--- config.mk ---
export PLATFORM = sky130hd
export DESIGN_NAME = atm_bank_responder
export DESIGN_NICKNAME = d
export VERILOG_FILES = /design/src/rtl/atm_pkg.sv /design/src/rtl/atm_account_table.sv /design/src/rtl/atm_bank_responder.sv
export SDC_FILE = /design/constraint.sdc
export NUM_CORES = 1
export LEC_CHECK = 0
export CORE_UTILIZATION = 48
export CTS_CLUSTER_SIZE = 24
export DETAILED_ROUTE_END_ITERATION = 10
export PLACE_DENSITY = 0.7
export SYNTH_ARGS = -nofsm -noshare
export SYNTH_HDL_FRONTEND = slang
export SYNTH_HIERARCHICAL = 1
export SYNTH_SLANG_ARGS = --single-unit
--- constraint.sdc ---
create_clock -name clk -period 8.05 [get_ports clk]
set_input_delay 2.0125 -clock clk [delete_from_list [all_inputs] [get_ports clk]]
set_output_delay 2.0125 -clock clk [all_outputs]
set_load 0.1 [all_outputs]
--- src/rtl/atm_pkg.sv ---
// Shared encodings between the ATM controller and the bank responder:
// request ops, response codes and session states.
package atm_pkg;

    typedef enum logic [1:0] {
        OP_CARD   = 2'b00,
        OP_PIN    = 2'b01,
        OP_AMOUNT = 2'b10,
        OP_END    = 2'b11
    } op_e;

    typedef enum logic [1:0] {
        RSP_OK     = 2'b00,
        RSP_DENY   = 2'b01,
        RSP_LOCKED = 2'b10,
        RSP_SEQ    = 2'b11
    } rsp_e;

    typedef enum logic [1:0] {
        S_IDLE = 2'b00,
        S_CARD = 2'b01,
        S_PIN  = 2'b10
    } sess_e;

endpackage

--- src/rtl/atm_account_table.sv ---
// Account table: id search with lowest-index priority, one config write port,
// and the debit / wrong-PIN / lock updates for the session entry.
module atm_account_table #(
    parameter int N_ACC    = 4,
    parameter int ID_W     = 8,
    parameter int DATA_W   = 16,
    parameter int MAX_FAIL = 3,
    parameter int IDX_W    = (N_ACC > 1) ? $clog2(N_ACC) : 1,
    parameter int FAIL_W   = $clog2(MAX_FAIL + 1)
) (
    input  logic              clk,
    input  logic              rst,
    input  logic              wr_en,
    input  logic [IDX_W-1:0]  wr_idx,
    input  logic [ID_W-1:0]   wr_id,
    input  logic [DATA_W-1:0] wr_pin,
    input  logic [DATA_W-1:0] wr_bal,
    input  logic [ID_W-1:0]   key,
    output logic              hit,
    output logic [IDX_W-1:0]  hit_idx,
    output logic              hit_lock,
    input  logic [IDX_W-1:0]  sel_idx,
    output logic [DATA_W-1:0] sel_pin,
    output logic [DATA_W-1:0] sel_bal,
    output logic              sel_last_try,
    input  logic              debit_en,
    input  logic [DATA_W-1:0] debit_amt,
    input  logic              fail_inc,
    input  logic              fail_clr
);

    logic              valid_q [N_ACC];
    logic [ID_W-1:0]   id_q    [N_ACC];
    logic [DATA_W-1:0] pin_q   [N_ACC];
    logic [DATA_W-1:0] bal_q   [N_ACC];
    logic [FAIL_W-1:0] fail_q  [N_ACC];
    logic              lock_q  [N_ACC];

    logic              valid_d [N_ACC];
    logic [ID_W-1:0]   id_d    [N_ACC];
    logic [DATA_W-1:0] pin_d   [N_ACC];
    logic [DATA_W-1:0] bal_d   [N_ACC];
    logic [FAIL_W-1:0] fail_d  [N_ACC];
    logic              lock_d  [N_ACC];

    // Descending scan so the lowest matching index is the one left standing.
    always_comb begin
        hit     = 1'b0;
        hit_idx = {IDX_W{1'b0}};
        for (int i = N_ACC - 1; i >= 0; i--) begin
            if (valid_q[i] && (id_q[i] == key)) begin
                hit     = 1'b1;
                hit_idx = IDX_W'(i);
            end else begin
                hit     = hit;
                hit_idx = hit_idx;
            end
        end
    end

    assign hit_lock     = lock_q[hit_idx];
    assign sel_pin      = pin_q[sel_idx];
    assign sel_bal      = bal_q[sel_idx];
    assign sel_last_try = (fail_q[sel_idx] >= FAIL_W'(MAX_FAIL - 1));

    // Next-state of the table: config write, debit or fail-count update.
    always_comb begin
        valid_d = valid_q;
        id_d    = id_q;
        pin_d   = pin_q;
        bal_d   = bal_q;
        fail_d  = fail_q;
        lock_d  = lock_q;
        if (wr_en) begin
            valid_d[wr_idx] = 1'b1;
            id_d[wr_idx]    = wr_id;
            pin_d[wr_idx]   = wr_pin;
            bal_d[wr_idx]   = wr_bal;
            fail_d[wr_idx]  = {FAIL_W{1'b0}};
            lock_d[wr_idx]  = 1'b0;
        end else if (debit_en) begin
            bal_d[sel_idx] = bal_q[sel_idx] - debit_amt;
        end else if (fail_clr) begin
            fail_d[sel_idx] = {FAIL_W{1'b0}};
        end else if (fail_inc) begin
            if (fail_q[sel_idx] < FAIL_W'(MAX_FAIL)) begin
                fail_d[sel_idx] = fail_q[sel_idx] + FAIL_W'(1);
            end else begin
                fail_d[sel_idx] = fail_q[sel_idx];
            end
            if (sel_last_try) begin
                lock_d[sel_idx] = 1'b1;
            end else begin
                lock_d[sel_idx] = lock_q[sel_idx];
            end
        end else begin
            valid_d = valid_q;
        end
    end

    // Table storage.
    always_ff @(posedge clk) begin
        if (rst) begin
            for (int i = 0; i < N_ACC; i++) begin
                valid_q[i] <= 1'b0;
                id_q[i]    <= {ID_W{1'b0}};
                pin_q[i]   <= {DATA_W{1'b0}};
                bal_q[i]   <= {DATA_W{1'b0}};
                fail_q[i]  <= {FAIL_W{1'b0}};
                lock_q[i]  <= 1'b0;
            end
        end else begin
            valid_q <= valid_d;
            id_q    <= id_d;
            pin_q   <= pin_d;
            bal_q   <= bal_d;
            fail_q  <= fail_d;
            lock_q  <= lock_d;
        end
    end

endmodule

--- src/rtl/atm_bank_responder.sv ---
// Bank-side responder: request handshake with fixed latency, session FSM,
// registered response and session-balance outputs.
module atm_bank_responder
    import atm_pkg::*;
#(
    parameter int N_ACC    = 4,
    parameter int ID_W     = 8,
    parameter int DATA_W   = 16,
    parameter int LAT      = 2,
    parameter int MAX_FAIL = 3
) (
    input  logic                     clk,
    input  logic                     rst,
    input  logic                     req_valid,
    output logic                     req_ready,
    input  logic [1:0]               req_op,
    input  logic [DATA_W-1:0]        req_data,
    output logic                     rsp_valid,
    output logic [1:0]               rsp_code,
    input  logic                     cfg_we,
    input  logic [$clog2(N_ACC)-1:0] cfg_idx,
    input  logic [ID_W-1:0]          cfg_id,
    input  logic [DATA_W-1:0]        cfg_pin,
    input  logic [DATA_W-1:0]        cfg_bal,
    output logic [DATA_W-1:0]        balance
);

    localparam int IDX_W = $clog2(N_ACC);
    localparam int CNT_W = (LAT > 1) ? $clog2(LAT) : 1;

    logic              ready_q, ready_d;
    logic              busy_q, busy_d;
    logic [CNT_W-1:0]  cnt_q, cnt_d;
    op_e               op_q, op_d;
    logic [DATA_W-1:0] data_q, data_d;
    sess_e             sess_q, sess_d;
    logic [IDX_W-1:0]  idx_q, idx_d;
    logic              rsp_valid_q, rsp_valid_d;
    rsp_e              rsp_code_q, rsp_code_d;
    logic [DATA_W-1:0] balance_q, balance_d;

    logic              accept_s, eval_fire_s, cfg_ok_s;
    op_e               eval_op_s;
    logic [DATA_W-1:0] eval_data_s;
    logic              hit_s, hit_lock_s, last_try_s;
    logic [IDX_W-1:0]  hit_idx_s;
    logic [DATA_W-1:0] sel_pin_s, sel_bal_s;
    logic              debit_s, fail_inc_s, fail_clr_s;

    assign accept_s    = req_valid && ready_q;
    // With LAT=1 the request is evaluated on the very edge that accepts it.
    assign eval_fire_s = (LAT == 1) ? accept_s : (busy_q && (cnt_q == CNT_W'(1)));
    assign eval_op_s   = (LAT == 1) ? op_e'(req_op) : op_q;
    assign eval_data_s = (LAT == 1) ? req_data : data_q;
    assign cfg_ok_s    = cfg_we && (sess_q == S_IDLE) && ready_q && !accept_s;

    atm_account_table #(
        .N_ACC(N_ACC), .ID_W(ID_W), .DATA_W(DATA_W), .MAX_FAIL(MAX_FAIL), .IDX_W(IDX_W)
    ) u_table (
        .clk(clk), .rst(rst),
        .wr_en(cfg_ok_s), .wr_idx(cfg_idx), .wr_id(cfg_id), .wr_pin(cfg_pin), .wr_bal(cfg_bal),
        .key(eval_data_s[ID_W-1:0]), .hit(hit_s), .hit_idx(hit_idx_s), .hit_lock(hit_lock_s),
        .sel_idx(idx_q), .sel_pin(sel_pin_s), .sel_bal(sel_bal_s), .sel_last_try(last_try_s),
        .debit_en(debit_s), .debit_amt(eval_data_s), .fail_inc(fail_inc_s), .fail_clr(fail_clr_s)
    );

    // Handshake, latency counter and session next-state / response.
    always_comb begin
        ready_d     = ready_q;
        busy_d      = busy_q;
        cnt_d       = cnt_q;
        op_d        = op_q;
        data_d      = data_q;
        sess_d      = sess_q;
        idx_d       = idx_q;
        rsp_valid_d = 1'b0;
        rsp_code_d  = rsp_code_q;
        debit_s     = 1'b0;
        fail_inc_s  = 1'b0;
        fail_clr_s  = 1'b0;
        if (eval_fire_s) begin
            ready_d     = 1'b1;
            busy_d      = 1'b0;
            rsp_valid_d = 1'b1;
            rsp_code_d  = RSP_SEQ;
            sess_d      = S_IDLE;
            case (eval_op_s)
                OP_END: begin
                    rsp_code_d = RSP_OK;
                end
                OP_CARD: begin
                    if (sess_q != S_IDLE) begin
                        rsp_code_d = RSP_SEQ;
                    end else if (!hit_s) begin
                        rsp_code_d = RSP_DENY;
                    end else if (hit_lock_s) begin
                        rsp_code_d = RSP_LOCKED;
                    end else begin
                        rsp_code_d = RSP_OK;
                        idx_d      = hit_idx_s;
                        sess_d     = S_CARD;
                    end
                end
                OP_PIN: begin
                    if (sess_q != S_CARD) begin
                        rsp_code_d = RSP_SEQ;
                    end else if (eval_data_s == sel_pin_s) begin
                        rsp_code_d = RSP_OK;
                        fail_clr_s = 1'b1;
                        sess_d     = S_PIN;
                    end else begin
                        fail_inc_s = 1'b1;
                        rsp_code_d = last_try_s ? RSP_LOCKED : RSP_DENY;
                    end
                end
                OP_AMOUNT: begin
                    if (sess_q != S_PIN) begin
                        rsp_code_d = RSP_SEQ;
                    end else if ((eval_data_s != {DATA_W{1'b0}}) && (eval_data_s <= sel_bal_s)) begin
                        rsp_code_d = RSP_OK;
                        debit_s    = 1'b1;
                    end else begin
                        rsp_code_d = RSP_DENY;
                    end
                end
                default: begin
                    rsp_code_d = RSP_SEQ;
                end
            endcase
        end else if (accept_s) begin
            op_d   = op_e'(req_op);
            data_d = req_data;
            busy_d = 1'b1;
            ready_d = 1'b0;
            cnt_d  = CNT_W'(LAT - 1);
        end else if (busy_q) begin
            cnt_d = cnt_q - CNT_W'(1);
        end else begin
            cnt_d = cnt_q;
        end
        if (sess_q != S_IDLE) begin
            balance_d = sel_bal_s;
        end else begin
            balance_d = {DATA_W{1'b0}};
        end
    end

    // State and output registers.
    always_ff @(posedge clk) begin
        if (rst) begin
            ready_q     <= 1'b1;
            busy_q      <= 1'b0;
            cnt_q       <= {CNT_W{1'b0}};
            op_q        <= OP_CARD;
            data_q      <= {DATA_W{1'b0}};
            sess_q      <= S_IDLE;
            idx_q       <= {IDX_W{1'b0}};
            rsp_valid_q <= 1'b0;
            rsp_code_q  <= RSP_OK;
            balance_q   <= {DATA_W{1'b0}};
        end else begin
            ready_q     <= ready_d;
            busy_q      <= busy_d;
            cnt_q       <= cnt_d;
            op_q        <= op_d;
            data_q      <= data_d;
            sess_q      <= sess_d;
            idx_q       <= idx_d;
            rsp_valid_q <= rsp_valid_d;
            rsp_code_q  <= rsp_code_d;
            balance_q   <= balance_d;
        end
    end

    assign req_ready = ready_q;
    assign rsp_valid = rsp_valid_q;
    assign rsp_code  = rsp_code_q;
    assign balance   = balance_q;

endmodule

; ---- Word level (Yosys, flattened, before mapping)
; Cells that the tools add are included.
[classes]
addsub = 3
magnitude_cmp = 8
eq_ne = 12
n_mux = 86
bitwise = 14
n_reduce_logical = 28
[op_table]
columns = op, n
row1 = $bwmux 64, 3
row2 = $mux 64, 2
row3 = $mux 16, 6
row4 = $bmux 16 s2, 2
row5 = $demux 16 s2, 2
row6 = $mux 8, 6
row7 = $mux 2, 17
row8 = $bwmux 32, 1
row9 = $eq 8x8->1, 4
row10 = $mux 1, 29
row11 = $mux 4, 5
row12 = $and 8x8->8, 2
row13 = $bwmux 8, 2
row14 = $demux 8 s2, 1
row15 = $eq 16x16->1, 1
row16 = $le 16x16->1, 1
row17 = $not 8->8, 2
row18 = $reduce_bool 16->1, 1
row19 = $sub 16x16->16, 1
row20 = $logic_and 1x1->1, 12
row21 = $ge 3x3->1 const B, 3
row22 = $not 2->3, 3
row23 = $demux 2 s2, 2
row24 = $or 4x4->4, 2
row25 = other kinds (26), 41
[totals]
regBits = 220

; ---- Logic depth before layout (Yosys ltp)
; Gate-level depths: netlist of the first run.
[logic_depth]
ltp_word = 14
mapped_depth = 19
mapped_depth_nobuf = 15

; ---- Modules after synthesis
; The synthesis of the first run kept the hierarchy.
[by_module_without_submodules]
columns = mod, instances, cells_each, area_each_um2, seq_area_each_um2
row1 = atm_account_table, 1, 1038, 8687.1, 3523.4
row2 = atm_bank_responder, 1, 255, 2137.0, 880.8

; ---- Worst setup path before layout of the first run
; OpenSTA, ideal clock, no wires.
[synth_timing]
path_kind = register to register
startpoint = register idx_q[0]
endpoint = register u_table/bal_q[52] (netlist bit)
setup_ns = 0.132
t_arrival_ns = 4.288
path_slack_ns = 3.630
path_stages_with_launch = 19
n_path_buf = 5
path_cell_list = dfxtp_1 > buf_6 > buf_2 > buf_2 > buf_2 > mux4_2 > inv_1 > ha_1 > a211oi_1 > o21ai_1 > or4b_1 > o31ai_2 > nor3b_2 > nand2b_1 > nor3_1 > nor2_1 > clkbuf_1 > a22oi_1 > a21oi_1
[synth_between]
elab_chain_len = 11
elab_cells_between_ends = 20
classes_between = add/sub (1) / order compare (3) / mux (12) / bitwise (1) / reduce/logical (3)
[synth_lines]
columns = item, line_no
row1 = from (decl), atm_bank_responder.sv:37  ; logic [IDX_W-1:0] idx_q, idx_d;
row2 = from (signal assigned), atm_bank_responder.sv:157  ; idx_q <= {IDX_W{1'b0}};
row3 = from (signal assigned), atm_bank_responder.sv:168  ; idx_q <= idx_d;
row4 = $not 2->3 (implied by the code), atm_account_table.sv:63  ; assign sel_bal = bal_q[sel_idx];
row5 = $bmux 16 s2, atm_account_table.sv:63
row6 = $mux 16 (implied by the code) (2 in series), atm_account_table.sv:63
row7 = named net sel_bal_s[13], atm_bank_responder.sv:47  ; logic [DATA_W-1:0] sel_pin_s, sel_bal_s;
row8 = $le 16x16->1, atm_bank_responder.sv:119  ; end else if ((eval_data_s != {DATA_W{1'b0}}) && (eval_data_s <= sel_bal_s)) begin
row9 = $logic_and 1x1->1, atm_bank_responder.sv:119
row10 = $mux 1, atm_bank_responder.sv:119
row11 = $mux 1, atm_bank_responder.sv:117  ; if (sess_q != S_PIN) begin
row12 = $mux 1, atm_bank_responder.sv:87  ; case (eval_op_s)
row13 = $mux 1, atm_bank_responder.sv:81  ; if (eval_fire_s) begin
row14 = named net debit_s, atm_bank_responder.sv:48  ; logic debit_s, fail_inc_s, fail_clr_s;
row15 = $reduce_bool 2->1 (no line), -
row16 = "to (signal, indexed assignment)", atm_account_table.sv:108  ; bal_q[i] <= {DATA_W{1'b0}};
row17 = to (signal assigned), atm_account_table.sv:116  ; bal_q <= bal_d;
row18 = to (decl), atm_account_table.sv:35  ; logic [DATA_W-1:0] bal_q [N_ACC];
; The timed path passes the listed nets, and every way through them passes these cells. The select of a mux whose other input is x is not followed.
; A chain may end at the register's enable or synchronous reset.

; ---- Worst setup path in the final report of the first run
[layout_timing]
startpoint = register idx_q[1]
endpoint = register u_table/bal_q[45] (netlist bit)
; Same word-level chain as after synthesis.

==> flow_metrics.env, run 1 <==
export IMPL_synth_edf_count=0
export IMPL_async_reset_ff_share_pct=0
export IMPL_design_area_um2=12650
export IMPL_synth_mux_area_share_pct=7.941
export IMPL_ys_dominant_reg_cell="dfxtp_1"
export IMPL_timing_final_setup_violations=0
export IMPL_final_util_pct=57.60
export IMPL_synth_compound_area_share_pct=18.80
export IMPL_clock_sinks=220
export IMPL_synth_simple_gate_area_share_pct=19.07
export IMPL_area_delta_synth_final_pct=16.85
export IMPL_io_buffers=83
export IMPL_rsz0062_at_grt="false"
export IMPL_postCtsSetupBuffers=0
export IMPL_num_vias=9690
export IMPL_fillers=2026
export IMPL_drc=12
export IMPL_firstDrtPassIters=11
export IMPL_dp_cells=1588
export IMPL_drt_wl_total_mm=31.36
export IMPL_synth_adder_area_share_pct=4.231
export IMPL_cts_hold_buffers=0
export IMPL_hold_violations=0
export IMPL_fmax_mhz=179.9
export IMPL_core_area_um2=21960
export IMPL_netlist_top_cell_by_area="dfxtp_1"
export IMPL_cts_tree="yes"
export IMPL_antenna_cells=0
export IMPL_drtIter0Drc=1171
export IMPL_synthCells=1293
export IMPL_multiInputGateArea_um2=5962
export IMPL_tightest_slew_ns=1.249
export IMPL_crit_arrival_ns=5.95
export IMPL_gp_congestion=0.9159
export IMPL_grt_pass1_wl_mm=49.46
export IMPL_drv_cap=0
export IMPL_layout_nets=1435
export IMPL_synth_most_common_cell="nand2_1"
export IMPL_synth_avg_cell_area_um2=8.371
export IMPL_finalNonFillerCells=1634
export IMPL_rows=54
export IMPL_violations="DRC"
export IMPL_path_clk_slew_ns=0.06
export IMPL_startpoint_type="flop"
export IMPL_cts_root_buf="clkbuf_16"
export IMPL_clock_latency_ns=0.53
export IMPL_p_leak_nw=4.494
export IMPL_finalMaxSlewViolations=0
export IMPL_dpl_hpwl_mm=20.42
export IMPL_clock_skew_ns=0.008870
export IMPL_cts_made_buffers=25
export IMPL_cts_buffer_depth=3
export IMPL_die_w_um=152.2
export IMPL_routedWlPerCell_um=19.19
export IMPL_hold_worst_slack_ns=0.4531
export IMPL_yosys_top_cells_count="304 x nand2_1, 220 x dfxtp_1, 189 x a21oi_1"
export IMPL_critPathMaxFanout=23
export IMPL_grt_start_max_net_pins=123
export IMPL_powerDensity_nw_per_um2=207.9
export IMPL_die_h_um=152.2
export IMPL_ctsResizeCount=0
export IMPL_initial_core_util_pct=49.29
export IMPL_ys_top_cells_by_area="dfxtp_1 41%, nand2_1 11%, a21oi_1 8.7%"
export IMPL_status="finished with violations"
export IMPL_drt_vias_per_instance=5.930
export IMPL_io_pins=84
export IMPL_synth_top_family_by_area="simple AND/OR/NAND/NOR gates"
export IMPL_path_class="reg2reg"
export IMPL_ant_nets=0
export IMPL_period_share_pct=69.05
export IMPL_drive_gt1_share_pct=7.976
export IMPL_synth_xor_area_share_pct=4.843
export IMPL_finalCriticalPeriod_ns=5.559
export IMPL_slew_limit_headroom_pct=16.51
export IMPL_dpl_cell_area_um2=11780
export IMPL_die_area_um2=23150
export IMPL_syn_cell_area_um2=10820
export IMPL_synth_top_area_share_pct=40.69
export IMPL_grt_ovfl_total=0
export IMPL_setup_tns_ns=0
export IMPL_yosysWarnings=6
export IMPL_syn_nets=1393
export IMPL_grt_pass1_vias=9077
export IMPL_ir_drop_uv=141.9
export IMPL_ff_latch_area_um2=4407
export IMPL_antenna_found_initial=0
export IMPL_yosysSeqAreaShare_pct=40.69
export IMPL_end_kind="flop"
export IMPL_cts_max_level=1
export IMPL_hold_class="reg2reg"
export IMPL_ys_ff_latch=220
export IMPL_cp_required_ns=8.45
export IMPL_grt_util_all_layers_pct=26.80
export IMPL_synth_cell_types=61
cells by family (layout without fill, tap and decap cells):
| family | Yosys count | after routing |
|---|---|---|
| xor gates and xnor gates | 59 | 59 |
| and+or+nand+nor | 479 | 479 |
| muxes | 42 | 42 |
| buffers and inverters | 119 | 180 |
| AOI/OAI and AO/OA | 338 | 338 |
| adders and majority gates | 36 | 36 |
| DFF | 220 | 220 |
flip-flops by register name, summed over array words and instances, names as in the netlist:
| signal | cells |
|---|---|
| u_table/pin_q | 64 |
| u_table/lock_q | 4 |
| rsp_code | 2 |
| sess_q | 2 |
| data_q | 16 |
| idx_q | 2 |
| cnt_q | 1 |
| busy_q | 1 |
| u_table/valid_q | 4 |
| req_ready | 1 |
| u_table/fail_q | 8 |
| balance | 16 |
| u_table/bal_q | 64 |
| u_table/id_q | 32 |
| rsp_valid | 1 |
| eval_op_s | 2 |
worst max-delay path, stage by stage, from the launching register on:
cell and delay [ns]:
dfxtp_2 0.79, mux4_2 0.65, inv_1 0.11, ha_1 0.24, a211oi_1 0.23, o21ai_1 0.09
or4b_1 0.48, o31ai_2 0.24, nor3b_2 0.41, nand2b_1 0.23, nor2_1 0.85, nor2_1 0.54
a22oi_1 0.28, nor2_1 0.06, a21oi_1 0.13, o21ai_0 0.09
report_power, final:
group          leakage [nW]  switching, mW  internal (mW)  total [mW]
registers              1.78         0.0339           1.11        1.15
clock network         0.426          0.460          0.725        1.18
logic                  2.29          0.183          0.116       0.300
total                  4.49          0.677           1.95        2.63
cell type report:
| cell class | count | area share (%) |
|---|---|---|
| clock inverters | 10 | 1.088 |
| flip-flops and latches | 220 | 34.84 |
| clock buffers | 36 | 5.747 |
| inverters | 40 | 1.187 |
| repair buffers | 94 | 7.231 |
| multi-input cells | 954 | 47.14 |
| well taps | 280 | 2.770 |
worst paths after layout:
| path | start | slack (ns) | cells past startpoint | end |
|---|---|---|---|---|
| setup / recovery | idx_q[1] | 2.49 | 15 | u_table/bal_q[45] |
| hold / removal | u_table/bal_q[18] | 0.45 | 2 | u_table/bal_q[18] |
| setup reg to reg | idx_q[1] | 2.49 | 15 | u_table/bal_q[45] |
| hold reg to reg | u_table/bal_q[18] | 0.45 | 2 | u_table/bal_q[18] |
metrics by stage:
stage / setup slack (ns) / power, mW
2_1_floorplan: 3.630 / 1.347
3_3_place_gp: 2.681 / 1.459
3_5_place_dp: 2.501 / 1.461
4_1_cts: 2.463 / 2.640
5_1_grt: 1.999 / 2.719
6_report: 2.491 / 2.630
layout by cell type (no fill, tap or decap), types with 3 or more instances in the layout:
cell	count
nand2_1	304
o21ai_0	24
nor2_1	68
nor3b_1	4
xnor2_1	16
o21ai_1	5
o22ai_1	8
nor4_1	15
a221oi_1	6
a31oi_1	6
a211oi_1	4
nand3_1	11
bufinv_16	3
clkbuf_1	5
clkbuf_8	6
inv_1	40
clkdlybuf4s50_1	82
clkbuf_16	25
o211ai_1	3
ha_1	35
mux2i_1	6
mux4_2	35
nand2b_1	6
a22oi_1	69
xor2_1	42
a21o_1	7
dfxtp_1	218
nor2b_1	11
or3_1	5
a21oi_1	189
nor3_1	24
buf_4	11
nand4_1	8
clkinv_2	4
routing by layer:
metal	global-route usage, %	wire length [µm]	up-vias
met5	0	0	-
met4	8.795	904	0
met3	4.209	2556	68
met2	42.46	14040	443
met1	37.37	13860	4564
li1	-	-	4615
Power figures use the tool's default switching activity.
==> inputs of run 2 (changes only) <==
- PLACE_DENSITY: 0.7 -> 0.72
- clock period: 8.05 -> 4.8 ns (I/O delays scaled with it)
==> flow_metrics.env, run 2 (synthesis gave the netlist of run 1 again) <==
export IMPL_reg2reg_to="u_table/bal_q[61]"
export IMPL_powerDensity_nw_per_um2=333.4
export IMPL_tightest_slew_ns=1.145
export IMPL_hold_class="reg2reg"
export IMPL_grt_start_max_net_pins=106
export IMPL_drt_vias_per_instance=6.004
export IMPL_clock_sinks=220
export IMPL_cts_made_buffers=25
export IMPL_crit_arrival_ns=4.76
export IMPL_clkPwrFrac_pct=42.6
export IMPL_rows=54
export IMPL_grt_pass1_wl_mm=50.26
export IMPL_finalMaxSlewViolations=0
export IMPL_rr_startpoint="idx_q[1]"
export IMPL_final_common_cell="nand2_1"
export IMPL_rsz0062_at_grt="false"
export IMPL_cp_required_ns=5.20
export IMPL_ctsResizeCount=0
export IMPL_path_clk_slew_ns=0.06
export IMPL_worstHoldStart="u_table/pin_q[8]"
export IMPL_ir_drop_uv=299.8
export IMPL_cts_max_level=1
export IMPL_layout_common_cells="304 x nand2_1, 218 x dfxtp_1, 189 x a21oi_1"
export IMPL_grt_ovfl_total=0
export IMPL_final_util_pct=57.86
export IMPL_hold_violations=0
export IMPL_violations="DRC"
export IMPL_drc=10
export IMPL_cts_root_buf="clkbuf_16"
export IMPL_gp_congestion=0.9083
export IMPL_end_kind="flop"
export IMPL_finalCriticalPeriod_ns=4.369
export IMPL_antenna_found_initial=0
export IMPL_period_share_pct=91.01
export IMPL_firstDrtPassIters=8
export IMPL_path_class="reg2reg"
export IMPL_die_h_um=152.2
export IMPL_initial_core_util_pct=49.29
export IMPL_io_buffers=83
export IMPL_core_area_um2=21960
export IMPL_grt_util_all_layers_pct=27.13
export IMPL_cp_slowest_cell="dfxtp_2"
export IMPL_setup_tns_ns=0
export IMPL_rrSetupSlack_ns=0.43
export IMPL_clock_skew_ns=0.009239
export IMPL_status="finished with violations"
export IMPL_critPathMaxFanout=14
export IMPL_num_vias=9895
export IMPL_max_stage_delay_ns=0.63
export IMPL_postCtsSetupBuffers=0
export IMPL_hold_worst_slack_ns=0.4527
export IMPL_hold_end="u_table/pin_q[8]"
export IMPL_clock_latency_ns=0.53
export IMPL_switching_power_mw=1.098
export IMPL_drv_cap=0
export IMPL_die_w_um=152.2
export IMPL_drive_gt1_share_pct=8.845
export IMPL_cts_hold_buffers=0
export IMPL_cts_tree="yes"
export IMPL_io_pins=84
export IMPL_startpoint_type="flop"
export IMPL_routedWlPerCell_um=19.29
export IMPL_timing_final_setup_violations=0
export IMPL_p_seq_share_pct=45.2
export IMPL_area_delta_synth_final_pct=17.37
export IMPL_drtIter0Drc=885
export IMPL_slew_limit_headroom_pct=23.35
export IMPL_reg_largest_list="u_table/bal_q: 64 flops, u_table/pin_q: 64 flops, u_table/id_q: 32 flops"
export IMPL_ant_nets=0
export IMPL_grt_pass1_vias=9404
export IMPL_cts_buffer_depth=3
export IMPL_antenna_cells=0
export IMPL_path_cells="mux4_2, inv_1, ha_1, a21oi_1, nor3_1, or4b_1, o31ai_2, nor3b_2, nand2b_1, nor3_2, nor2_1, a22oi_1, nor2_1, a21oi_1, o21ai_1"
export IMPL_fillers=1989
export IMPL_dpl_hpwl_mm=21.14
export IMPL_p_comb_share_pct=12.2
export IMPL_fmax_mhz=228.9
export IMPL_die_area_um2=23150
export IMPL_p_leak_nw=4.545
export IMPL_layout_nets=1454
export IMPL_reg2reg_depth=15
export IMPL_drt_wl_total_mm=31.78
export IMPL_p_sw_share_pct=25.92
export IMPL_p_int_mw=3.138
export IMPL_whs_path_depth=2
==> run 2: cell types whose count changed in the layout (fill, tap and decap cells not counted), sizes merged <==
cell	before	now
buf	12	31
bufinv	3	0
clkbuf	36	38
clkinv	4	1
inv	42	41
==> run 2: critical path: cells and delay by family (launching register included) <==
kind | cells | cell delay (ns)
flip-flops | 1 | 0.63
buffers and inverters | 1 | 0.11
multiplexers | 1 | 0.61
adder cells (fa/ha/maj) | 1 | 0.25
AO/OA/AOI/OAI | 5 | 0.87
AND/OR/NAND/NOR | 7 | 1.76
==> run 2: metrics by stage <==
step           worst slack (ns)  instances  area (µm²)  power (mW)
4_1_cts                  0.5149       1648       12700       4.252
3_5_place_dp             0.5356       1607       11930       2.457
5_1_grt                  0.1442       1648       12700       4.382
3_3_place_gp             0.6952       1607       11930       2.450
6_report                 0.4314       1648       12700       4.235
2_1_floorplan            0.3795       1293       10820       2.259
==> run 2: final cells by class <==
cell class                 instances  area, µm²  share of cell area, %
inverter                          40      150.1                  1.182
sequential                       220       4407                  34.69
clock inverter                     3      25.02                 0.1970
timing repair buffer             113       1057                  8.322
clock buffer                      38      754.5                  5.939
tap                              280      350.3                  2.758
multi-input combinational        954       5961                  46.92
==> run 2: routing by layer <==
| metal | vias up | track usage, % | routed length (µm) |
|---|---|---|---|
| li1 | 4633 | - | - |
| met1 | 4687 | 36.79 | 13310 |
| met2 | 509 | 42.84 | 14340 |
| met3 | 66 | 6.172 | 3207 |
| met4 | 0 | 8.698 | 932 |
| met5 | - | 0 | 0 |
==> run 2: worst max path at each step <==
stage	from	to	slack, ns
6_report	idx_q[1]	u_table/bal_q[61]	0.43
5_1_grt	idx_q[1]	u_table/bal_q[61]	0.14
4_1_cts	idx_q[1]	u_table/bal_q[61]	0.51
3_5_place_dp	idx_q[1]	u_table/bal_q[31]	0.54
3_3_place_gp	idx_q[1]	u_table/bal_q[46]	0.70
2_1_floorplan	idx_q[0]	u_table/bal_q[52]	0.38
==> run 2: power groups by stage <==
stage | clock [mW] | combinational, mW | sequential, mW
floorplan | 0 | 0.313 | 1.95
global placement | 0 | 0.498 | 1.95
detailed placement | 0 | 0.504 | 1.95
CTS | 1.83 | 0.507 | 1.91
global route | 1.90 | 0.559 | 1.92
finish | 1.81 | 0.515 | 1.92
